**config.mk**
```make
export PLATFORM = sky130hd
export DESIGN_NAME = ncl_phase_sequencer
export DESIGN_NICKNAME = d
export VERILOG_FILES = /design/src/rtl/ncl_phase_sequencer.sv
export SDC_FILE = /design/constraint.sdc
export NUM_CORES = 1
export LEC_CHECK = 0
export ABC_AREA = 1
export CAP_MARGIN = 20
export CORE_MARGIN = 2
export CORE_UTILIZATION = 50
export DETAILED_ROUTE_END_ITERATION = 8
export GPL_ROUTABILITY_DRIVEN = 0
export HOLD_SLACK_MARGIN = 0.1
export PLACE_DENSITY = 0.84
export SETUP_SLACK_MARGIN = 0.5
export SLEW_MARGIN = 15
export SYNTH_ARGS = -nofsm -noshare
export SYNTH_HDL_FRONTEND = slang
export SYNTH_SLANG_ARGS = --single-unit
```
**constraint.sdc**
```tcl
create_clock -name clk -period 5.7 [get_ports clk]
set_clock_uncertainty 0.05 [all_clocks]
set_input_delay 1.14 -clock clk [delete_from_list [all_inputs] [get_ports clk]]
set_output_delay 1.14 -clock clk [all_outputs]
set_load 0.02 [all_outputs]
```
**src/rtl/ncl_phase_sequencer.sv**
```systemverilog
// ncl_phase_sequencer
//   Clocked phase controller for a dual-rail NULL-convention combinational
//   array. Drives the array with high-NULL, low-NULL and DATA wavefronts,
//   watches the synchronized array outputs for completion, captures each
//   DATA result into the next input word, and flags a stalled array.
//
// Optional feature macro: NCL_SEQ_CHECK_EN
//   Defined:   each capture is checked against previous result + 1; a
//              mismatch sets the sticky check_err (first capture after a
//              seed load is not checked).
//   Undefined: no check logic, check_err is tied 0.
//
// Ports
//   clk, rst_n     clock (rising edge), asynchronous active-low reset
//   run_en         level, keep iterating while high
//   seed_load      in IDLE, load seed_in into the working word
//   seed_in        dual-rail seed word
//   rails_out      registered dual-rail drive into the array
//   rails_in       array outputs, asynchronous to clk
//   result         decoded single-rail value of the last captured word
//   result_valid   one-cycle pulse per capture
//   phase          IDLE=0 HNULL=1 LNULL=2 DATA=3 CAPTURE=4
//   iter_count     completed captures, wrapping
//   timeout_err    sticky watchdog flag
//   check_err      sticky increment-check flag (0 without the macro)

module ncl_phase_sequencer #(
   parameter int unsigned WIDTH       = 24,
   parameter int unsigned SYNC_STAGES = 2,
   parameter int unsigned TIMEOUT     = 1023
) (
   input  logic                 clk,
   input  logic                 rst_n,
   input  logic                 run_en,
   input  logic                 seed_load,
   input  logic [2*WIDTH-1:0]   seed_in,
   output logic [2*WIDTH-1:0]   rails_out,
   input  logic [2*WIDTH-1:0]   rails_in,
   output logic [WIDTH-1:0]     result,
   output logic                 result_valid,
   output logic [2:0]           phase,
   output logic [15:0]          iter_count,
   output logic                 timeout_err,
   output logic                 check_err
);

   localparam int unsigned RW    = 2 * WIDTH;
   localparam int unsigned NSYNC = (SYNC_STAGES < 2) ? 2 : SYNC_STAGES;
   localparam int unsigned WD_W  = (TIMEOUT < 2) ? 1 : $clog2(TIMEOUT + 1);

   localparam logic [2:0] ST_IDLE    = 3'd0;
   localparam logic [2:0] ST_HNULL   = 3'd1;
   localparam logic [2:0] ST_LNULL   = 3'd2;
   localparam logic [2:0] ST_DATA    = 3'd3;
   localparam logic [2:0] ST_CAPTURE = 3'd4;

   // Single-rail value of a dual-rail word: the upper rail of each pair.
   function automatic logic [WIDTH-1:0] decode(input logic [RW-1:0] w);
      logic [WIDTH-1:0] v;
      v = '0;
      for (int i = 0; i < WIDTH; i++) v[i] = w[2*i+1];
      return v;
   endfunction

   // Dual-rail encoding of a single-rail value.
   function automatic logic [RW-1:0] encode(input logic [WIDTH-1:0] v);
      logic [RW-1:0] w;
      w = '0;
      for (int i = 0; i < WIDTH; i++) w[2*i +: 2] = v[i] ? 2'b10 : 2'b01;
      return w;
   endfunction

   localparam logic [RW-1:0] WORK_RST = encode(WIDTH'(1));

   // ---------------------------------------------------------------
   // Input synchronizer
   // ---------------------------------------------------------------
   logic [RW-1:0] sync_q [NSYNC];
   logic [RW-1:0] sync_d [NSYNC];
   logic [RW-1:0] s;

   always_comb begin
      sync_d[0] = rails_in;
      for (int i = 1; i < NSYNC; i++) sync_d[i] = sync_q[i-1];
   end

   always_ff @(posedge clk or negedge rst_n) begin
      if (!rst_n) begin
         for (int i = 0; i < NSYNC; i++) sync_q[i] <= '1;
      end else begin
         for (int i = 0; i < NSYNC; i++) sync_q[i] <= sync_d[i];
      end
   end

   assign s = sync_q[NSYNC-1];

   // ---------------------------------------------------------------
   // Completion detectors with two-cycle stability filter
   // ---------------------------------------------------------------
   logic       dr_c, hn_c, ln_c;
   logic [2:0] det_q, det_d;
   logic       dr_seen_c, hn_seen_c, ln_seen_c;

   always_comb begin
      dr_c = 1'b1;
      for (int i = 0; i < WIDTH; i++) dr_c = dr_c & (s[2*i+1] ^ s[2*i]);
   end

   assign hn_c  = &s;
   assign ln_c  = ~|s;
   assign det_d = {dr_c, hn_c, ln_c};

   // A detector is trusted only when it holds on two consecutive cycles.
   assign dr_seen_c = dr_c & det_q[2];
   assign hn_seen_c = hn_c & det_q[1];
   assign ln_seen_c = ln_c & det_q[0];

   // ---------------------------------------------------------------
   // Phase FSM, watchdog and capture datapath
   // ---------------------------------------------------------------
   logic [2:0]       state_q, state_d;
   logic [RW-1:0]    rails_out_q, rails_out_d;
   logic [RW-1:0]    work_q, work_d;
   logic [WIDTH-1:0] result_q, result_d;
   logic             result_valid_q, result_valid_d;
   logic [15:0]      iter_q, iter_d;
   logic             timeout_err_q, timeout_err_d;
   logic [WD_W-1:0]  wd_q, wd_d;
   logic             wd_expired_c;
   logic             cap_c;
   logic             seed_c;

   // Last allowed cycle in a phase; the state is left on that edge.
   assign wd_expired_c = (wd_q == WD_W'(TIMEOUT - 1));
   assign cap_c        = (state_q == ST_DATA) && dr_seen_c;
   assign seed_c       = (state_q == ST_IDLE) && seed_load;

   always_comb begin
      state_d        = state_q;
      rails_out_d    = rails_out_q;
      work_d         = work_q;
      result_d       = result_q;
      result_valid_d = 1'b0;
      iter_d         = iter_q;
      timeout_err_d  = timeout_err_q;
      wd_d           = '0;

      case (state_q)
         ST_IDLE: begin
            rails_out_d = '1;
            if (seed_load) begin
               work_d = seed_in;
            end else if (run_en) begin
               state_d       = ST_HNULL;
               timeout_err_d = 1'b0;
            end
         end
         ST_HNULL: begin
            rails_out_d = '1;
            if (hn_seen_c) begin
               state_d = ST_LNULL;
            end else if (wd_expired_c) begin
               state_d       = ST_IDLE;
               timeout_err_d = 1'b1;
            end
         end
         ST_LNULL: begin
            rails_out_d = '0;
            if (ln_seen_c) begin
               state_d = ST_DATA;
            end else if (wd_expired_c) begin
               state_d       = ST_IDLE;
               timeout_err_d = 1'b1;
            end
         end
         ST_DATA: begin
            rails_out_d = work_q;
            if (dr_seen_c) begin
               state_d        = ST_CAPTURE;
               work_d         = s;
               result_d       = decode(s);
               result_valid_d = 1'b1;
               iter_d         = iter_q + 16'd1;
            end else if (wd_expired_c) begin
               state_d       = ST_IDLE;
               timeout_err_d = 1'b1;
            end
         end
         ST_CAPTURE: begin
            // Hold the DATA drive so the spacer starts with HNULL proper.
            state_d = run_en ? ST_HNULL : ST_IDLE;
         end
         default: begin
            state_d     = ST_IDLE;
            rails_out_d = '1;
         end
      endcase

      // Watchdog runs only while waiting on the array; clears on entry.
      if ((state_d == state_q) &&
          ((state_q == ST_HNULL) || (state_q == ST_LNULL) || (state_q == ST_DATA))) begin
         wd_d = wd_q + WD_W'(1);
      end
   end

   always_ff @(posedge clk or negedge rst_n) begin
      if (!rst_n) begin
         state_q        <= ST_IDLE;
         rails_out_q    <= '1;
         work_q         <= WORK_RST;
         result_q       <= WIDTH'(1);
         result_valid_q <= 1'b0;
         iter_q         <= '0;
         timeout_err_q  <= 1'b0;
         wd_q           <= '0;
         det_q          <= '0;
      end else begin
         state_q        <= state_d;
         rails_out_q    <= rails_out_d;
         work_q         <= work_d;
         result_q       <= result_d;
         result_valid_q <= result_valid_d;
         iter_q         <= iter_d;
         timeout_err_q  <= timeout_err_d;
         wd_q           <= wd_d;
         det_q          <= det_d;
      end
   end

   // ---------------------------------------------------------------
   // Optional increment check
   // ---------------------------------------------------------------
`ifdef NCL_SEQ_CHECK_EN
   logic check_err_q, check_err_d;
   logic first_q, first_d;

   always_comb begin
      check_err_d = check_err_q;
      first_d     = first_q;
      if (seed_c) begin
         first_d = 1'b1;
      end else if (cap_c) begin
         first_d = 1'b0;
         if (!first_q && (decode(s) != (result_q + WIDTH'(1)))) check_err_d = 1'b1;
      end
   end

   always_ff @(posedge clk or negedge rst_n) begin
      if (!rst_n) begin
         check_err_q <= 1'b0;
         first_q     <= 1'b0;
      end else begin
         check_err_q <= check_err_d;
         first_q     <= first_d;
      end
   end

   assign check_err = check_err_q;
`else
   logic unused_c;
   assign unused_c  = &{1'b0, cap_c, seed_c};
   assign check_err = 1'b0;
`endif

   assign rails_out    = rails_out_q;
   assign result       = result_q;
   assign result_valid = result_valid_q;
   assign phase        = state_q;
   assign iter_count   = iter_q;
   assign timeout_err  = timeout_err_q;

endmodule

```
Word level (Yosys, flattened, before mapping). Index checks and enable logic that the tools add are counted.

Bits in registers: 250. Output and inout bits: 94. Input bits: 100.

Reductions and logical operators: 12. Equal/unequal tests: 13. Mux-type cells: 22. Bitwise operators: 50. Add/subtract/negate cells: 2.

Operator list (number): $pmux W48 S3 (1); $mux W48 (2); $pmux W48 S2 (1); $reduce_and A48 Y1 (1); $reduce_or A48 Y1 (1); $and A1 B1 Y1 (26); $xor A1 B1 Y1 (24); $mux W3 (6); $add A16 B1 Y16 const B (1); $pmux W3 S5 (1); $ne A2 B2 Y1 const B (7); $add A10 B1 Y10 const B (1); $eq A10 B10 Y1 const B (1); $mux W10 (1); $mux W1 (9); $eq A3 B2 Y1 const B (2); $reduce_and A6 Y1 (1); $pmux W1 S4 (1); $reduce_bool A4 Y1 (1); $eq A3 B1 Y1 const B (1); $eq A3 B3 Y1 (1); $eq A3 B3 Y1 const B (1); $logic_not A3 Y1 (1); $reduce_and A3 Y1 (1); 5 further kinds (6).

Depth between registers and ports, before layout. Gate-level depths: netlist of run 1.

Depth after elaboration: 30. Depth in mapped cells: 14. Depth with buffers taken out: 14.

Worst setup path after synthesis of run 1. Ideal clock, no wire load.

Kind: register to register. Start point: register sync_q, in the netlist s[21]. End point: register iter_q[15] (netlist: iter_count[15]). Arrival: 1949 ps. Cell stages (with the launch flop): 14. Path slack: 3578 ps. Buffers on the path: 1. Period minus slack after synthesis: 2122 ps. Path through: dfstp_2 inv_1 ha_1 nand2_1 nor2_1 nand2_1 nor2_1 nand4_2 buf_2 inv_2 nand2_1 nor2_1 nand3_1 xor2_1.

Word-level cells in the longest chain between the ends: 17.

Ends and longest elaborated chain: start: declaration (line 78) `logic [RW-1:0] sync_q [NSYNC];`; $xor A1 B1 Y1 (line 106) `for (int i = 0; i < WIDTH; i++) dr_c = dr_c & (s[2*i+1] ^ s[2*i]);`; $and A1 B1 Y1 (14 in a row) (line 106); $and A1 B1 Y1 (line 114) `assign dr_seen_c = dr_c & det_q[2];`; $reduce_and A2 Y1 (no source line); end signal: assignment (line 223) `iter_q <= iter_d;`; end: declaration (line 126) `logic [15:0] iter_q, iter_d;`.

Every way passes these cells. A chain may end at the register's enable or synchronous reset.

Final worst setup path of run 1.
Start point: register state_q[2] (netlist: phase[2]). End point: register work_q[27].

Word-level cells in the longest chain between the ends: 3. Elaborated cells between the ends (all ways): 7. Those cells by class: eq/ne: 3; mux: 1; reduce/logical: 3.

Ends and longest elaborated chain: start: declaration (line 121) `logic [2:0] state_q, state_d;`; start signal: assignment (line 218) `state_q <= state_d;`; $eq A3 B2 Y1 or $logic_not A3 Y1 (tied branches) (line 148) `case (state_q)`; $ne A2 B2 Y1 (no source line) or $reduce_bool A2 Y1 (tied branches); $reduce_and A3 Y1 (no source line); end signal: assignment (line 220) `work_q <= work_d;`; end: declaration (line 123) `logic [RW-1:0] work_q, work_d;`.

Parallel ways exist; a longest one is shown, timed or not.

==> results of run 1 <==
path summary, 6_finish.rpt:
path,from,to,slack (ns)
max in group asynchronous,rst_n,work_q[43]$_DFFE_PN0P_,4.03
max reg2reg,phase[2]$_DFF_PN0_,work_q[27]$_DFFE_PN0P_,2.04
min in group asynchronous,rst_n,iter_count[15]$_DFFE_PN0P_,0.52
min reg2reg,sync_d[30]$_DFF_PN1_,s[30]$_DFF_PN1_,0.30
min,sync_d[30]$_DFF_PN1_,s[30]$_DFF_PN1_,0.30
max,phase[2]$_DFF_PN0_,work_q[27]$_DFFE_PN0P_,2.04
flip-flops by register name (all words and copies together), names as in the netlist:
register / count
result_valid: 1
s: 48
sync_d: 48
phase: 3
rails_out: 48
work_q: 48
timeout_err: 1
result: 24
iter_count: 16
det_q: 3
wd_q: 10
layer usage:
layer,vias up,global-route usage
met1,3678,0.3000
met5,-,0
li1,3710,-
met2,268,0.3789
met4,0,0.09190
met3,65,0.04080
through the flow:
stage	cell area [µm²]	utilization
final	13420	0.6611
after global routing	13420	0.6611
after CTS	13360	0.6583
after detailed placement	12530	0.6174
after global placement	12530	0.6174
after floorplan	10400	-
worst max-delay path, delay by kind of cell (launching register included):
kind            cells  cell delay [ns]
buf+inv             2             0.52
flops               1             0.77
compound gates      2             1.03
simple gates        4             1.15
area by class of cell:
type / instances / area [µm²] / share of cell area
multi-input combinational: 665 / 3461 / 0.2579
tap: 270 / 337.8 / 0.02517
sequential: 250 / 6469 / 0.4820
clock buffer: 37 / 742.0 / 0.05529
clock inverter: 7 / 87.58 / 0.006526
timing repair buffer: 200 / 2032 / 0.1514
antenna: 4 / 10.01 / 0.0007458
inverter: 75 / 281.5 / 0.02098
power by group through the flow:
stage | sequential [mW] | combinational, mW | clock [mW]
2_1_floorplan | 1.91 | 0.0646 | 0
3_3_place_gp | 1.92 | 0.184 | 0
3_5_place_dp | 1.93 | 0.188 | 0
4_1_cts | 1.90 | 0.190 | 1.66
5_1_grt | 1.90 | 0.214 | 1.74
6_report | 1.90 | 0.189 | 1.63
cells in the mapped netlist, drive strengths merged:
library cell    n  share of area
a31oi          49          0.029
ha             51          0.061
nand3b          2         0.0014
nand4          12         0.0078
nand3          67          0.032
conb            1        0.00036
mux2            1         0.0011
o21ai          73          0.035
dfstp         169           0.43
xnor2           7         0.0059
nand2         215          0.078
nor3b           1        0.00072
o211a           1        0.00096
a21oi           5         0.0028
nor3            8         0.0039
inv            75          0.027
dfrtp          81           0.19
nor4            1        0.00060
clkbuf         24         0.0087
nor2          159          0.059
buf            24          0.012
xor2           12          0.010
kinds of logic after synthesis:
group                      count (synthesis)  share of synthesized area
and+or+nand+nor                          465                     0.1831
DFF                                      250                     0.6219
AOI/OAI and AO/OA                        128                    0.06834
buffers and inverters                    123                    0.04777
adders and majority gates                 51                    0.06136
xor gates and xnor gates                  19                    0.01600
other                                      1                  0.0003606
muxes                                      1                   0.001083
==> out/metrics.cfg, run 1 <==
[run_status]
status = finished, final reports clean

[worst_setup_path]
critical_path_class = flip-flop to flip-flop
cpPeakStageDelay_ns = 0.85
startpoint_type = flip-flop
crit_fanout = 56
path_cells = inv_2 > nand2_2 > nor2_4 > nand4_2 > a21oi_4 > buf_12 > nor2_1 > a31oi_1
endpoint_kind = flip-flop
worst_path_max_delay_cell = a21oi_4
worst_ep_arrival_time_ns = 4.03
critPathRequiredTime_ns = 6.07
r2r_cells = 8

[sta]
worstMarginPinSlew_ns = 1.054
setup_tns_ns = 0
fin_ws_ns = 2.036
rsz0062_at_grt = false
hold_ws_ns = 0.3002
period_needed_ns = 3.664
slew_violations = 0
finalHoldViolCount = 0
finalSetupViolations = 0
fmax_ghz = 0.2729
slew_headroom = 0.2945
period_share = 0.6428

[route]
wl_met1_um = 10310
firstDrtPassIters = 5
avgRoutedWirePerCell_um = 16.45
drt_iter0_markers = 528
ant_nets = 0
drc = 0
viasPerCell = 5.120
vias = 7721
wirelength_um = 24810
route.met2.wl_um = 11950
highest_layer = met4
route.met3.wl_um = 1557

[clocking]
cts_num_sinks = 250
clk_path_buf_depth = 3
cts_tree = built
cts-root-buf = clkbuf_16
clk_pin_slew_ns = 0.07
clk_latency_ns = 0.51
h-tree-depth = 1
holdBufCountCts = 0
post_cts_buffers = 0
cts-resized-gates = 0
cts_buffers = 24

[job]
max_cap_violations = 0

[power]
total_power_mw = 3.721
peakVddDrop_mv = 0.2240
seqPwrFrac = 0.511
combPwrFrac = 0.051
p_sw_frac = 0.2078
p_clk_frac = 0.439
p_leak_nw = 5.749
power.density_nw_per_um2 = 277.3
p_int_mw = 2.948
p_sw_mw = 0.7731

[floorplanning]
pin_count = 194
fp.dieW_um = 148.2
core_um2 = 20300
rows = 52
dieArea_um2 = 21970
start_util = 0.5123
fp.dieH_um = 148.2

[global_routing]
grt_overflow = 0
track_usage = 0.2283
grt_max_degree = 150
first_global_vias = 7821
antenna_found_initial = 4
grt_pass1_wl_um = 39850

[synth]
synth.cell_area_um2 = 10400
syn_area_per_cell_um2 = 10.02
synth.ff_latch_count = 250
seq_area_frac_synth = 0.6219
synth.distinct_cells = 30
synthCells = 1038
ys.warnings.count = 0
syn_nets = 1189

[layout]
final_cell_mix = 214 x nand2_1, 191 x clkdlybuf4s50_1, 169 x dfstp_2
layoutNonFillerInstCount = 1508
drive_above_1_share = 0.1856
final_nets = 1367
num-fill-cells = 1540
mostFrequentLayoutCell = nand2_1
syn2layout_area_growth_pct = 29.06

[placement]
dp_hpwl_um = 17140
io_buffers = 192
place_ws_ns = 2.105
dp_cells = 1458

[worst_hold_path]
hold_class = flip-flop to flip-flop
hold_path_depth = 0

Power figures use the tool's default switching activity.
==> inputs of run 2 (changes only) <==
==> constraint.sdc (replaced) <==
create_clock -name clk -period 3.85 [get_ports clk]
set_clock_uncertainty 0.05 [all_clocks]
set_input_delay 0.77 -clock clk [delete_from_list [all_inputs] [get_ports clk]]
set_output_delay 0.77 -clock clk [all_outputs]
set_load 0.02 [all_outputs]
==> out/metrics.cfg, run 2 (synthesis gave the netlist of run 1 again) <==
[run_status]
status = finished, final reports clean

[sta]
setup_tns_ns = 0  ; unchanged
finalHoldViolCount = 0  ; unchanged
period_share = 0.7290  ; +0.08621
worstMarginPinSlew_ns = 0.8545  ; -0.1997 ns
rsz0062_at_grt = false
slew_headroom = 0.4304  ; +0.1358
fmax_ghz = 0.3563  ; +31%
slew_violations = 0  ; unchanged
period_needed_ns = 2.807  ; -0.8572 ns
finalSetupViolations = 0  ; unchanged

[route]
drc = 0  ; unchanged
vias = 7914  ; +2.5%
drt_iter0_markers = 563  ; +6.6%
firstDrtPassIters = 5  ; unchanged
viasPerCell = 5.224  ; +2.0%
wirelength_um = 25230  ; +1.7%
avgRoutedWirePerCell_um = 16.65  ; +1.2%
ant_nets = 0  ; unchanged

[global_routing]
grt_pass1_wl_um = 40410  ; +1.4%
use_met1 = 0.3078  ; +0.007751
use_met3 = 0.03926  ; -0.001534
grt_overflow = 0  ; unchanged
use_met2 = 0.3850  ; +0.006019
grt.busiest_layer = met2
track_usage = 0.2325  ; +0.004220
first_global_vias = 7729  ; -1.2%
grt_max_degree = 120  ; -20%
antenna_found_initial = 2  ; -2

[clocking]
clk_path_buf_depth = 3  ; unchanged
post_cts_buffers = 0  ; unchanged
clk_latency_ns = 0.54  ; +0.03 ns
cts-resized-gates = 0  ; unchanged
cts_tree = built
clk_pin_slew_ns = 0.06  ; about the same
cts_num_sinks = 250  ; unchanged
holdBufCountCts = 0  ; unchanged
cts-root-buf = clkbuf_16
cts_buffers = 26  ; +8.3%
h-tree-depth = 1  ; unchanged

[power]
peakVddDrop_mv = 0.3352  ; +50%
power.density_nw_per_um2 = 420.5  ; +52%
p_leak_nw = 5.809  ; +1.0%

[worst_setup_path]
critical_path_class = flip-flop to flip-flop
r2r_cells = 14  ; +6
critPathRequiredTime_ns = 4.20  ; -1.87 ns
r2r_slack_ns = 1.04  ; -0.99 ns
startpoint_type = flip-flop
crit_fanout = 25  ; -55%
rr_endpoint = iter_count[12]$_DFFE_PN0P_
worst_ep_arrival_time_ns = 3.16  ; -0.87 ns
crit_start = s[23]$_DFF_PN1_
r2r-start = s[23]$_DFF_PN1_
endpoint_kind = flip-flop

[layout]
drive_above_1_share = 0.1937  ; +0.008155
fin_util = 0.6669  ; +0.005733
num-fill-cells = 1544  ; +0.26%
syn2layout_area_growth_pct = 30.18
final_nets = 1375  ; +0.59%
mostFrequentLayoutCell = nand2_1
final_cell_mix = 214 x nand2_1, 191 x clkdlybuf4s50_1, 169 x dfstp_2

[floorplanning]
rows = 52  ; unchanged
fp.dieW_um = 148.2  ; unchanged
start_util = 0.5123  ; unchanged
pin_count = 194  ; unchanged
fp.dieH_um = 148.2  ; unchanged
dieArea_um2 = 21970  ; unchanged
core_um2 = 20300  ; unchanged

[placement]
io_buffers = 192  ; unchanged
dp_hpwl_um = 17390  ; +1.5%

[worst_hold_path]
hold_class = input port to asynchronous set/reset pin

[job]
max_cap_violations = 0  ; unchanged

[run 2: worst max-delay path by stage]
stage,to,slack [ns],cells after the start
finish,iter_count[12]$_DFFE_PN0P_,1.04,14
global route,iter_count[12]$_DFFE_PN0P_,0.77,14
CTS,iter_count[12]$_DFFE_PN0P_,1.06,14
detailed placement,iter_count[12]$_DFFE_PN0P_,1.11,14
global placement,iter_count[12]$_DFFE_PN0P_,1.22,14
floorplan,iter_count[15]$_DFFE_PN0P_,1.73,13
[run 2: routing by layer]
layer,routed length (µm),up-vias
met5,16,-
li1,-,3733
met4,1054,2
met1,10310,3809
met2,12180,297
met3,1667,73
[run 2: report_power, final]
group | internal, mW | total (mW) | switching [mW]
registers | 2.76 | 2.81 | 0.0474
logic | 0.145 | 0.283 | 0.138
clock network | 1.58 | 2.60 | 1.02
total | 4.49 | 5.69 | 1.20
[run 2: stage by stage]
stage / area (µm²) / power [mW] / hold WS [ns] / worst slack (ns) / cells
floorplan: 10400 / 2.927 / 0.2952 / 1.728 / 1038
global placement: 12600 / 3.123 / 0.2954 / 1.218 / 1465
detailed placement: 12600 / 3.132 / 0.2968 / 1.105 / 1465
CTS: 13510 / 5.749 / 0.2968 / 1.065 / 1513
global route: 13540 / 5.922 / 0.2962 / 0.7695 / 1515
finish: 13540 / 5.693 / 0.2753 / 1.043 / 1515
[run 2: worst max-delay path, stage by stage, from the launching register on]
cell	delay, ns
dfstp_2	0.54
inv_1	0.06
ha_1	0.26
nand2_1	0.06
nor2_1	0.12
nand2_1	0.16
nor2_1	0.21
nand4_2	0.18
buf_4	0.29
nor2_2	0.18
nand3_1	0.14
nor2_2	0.21
nand3_1	0.09
nand2_1	0.07
nand2_1	0.05
[run 2: cell type report]
class	count	area (µm²)	share of cell area
antenna	1	2.502	0.0001849
inverter	75	281.5	0.02080
clock buffer	36	759.5	0.05611
clock inverter	12	156.4	0.01155
tap	270	337.8	0.02496
multi-input combinational	665	3461	0.2557
timing repair buffer	206	2069	0.1529
sequential	250	6469	0.4779
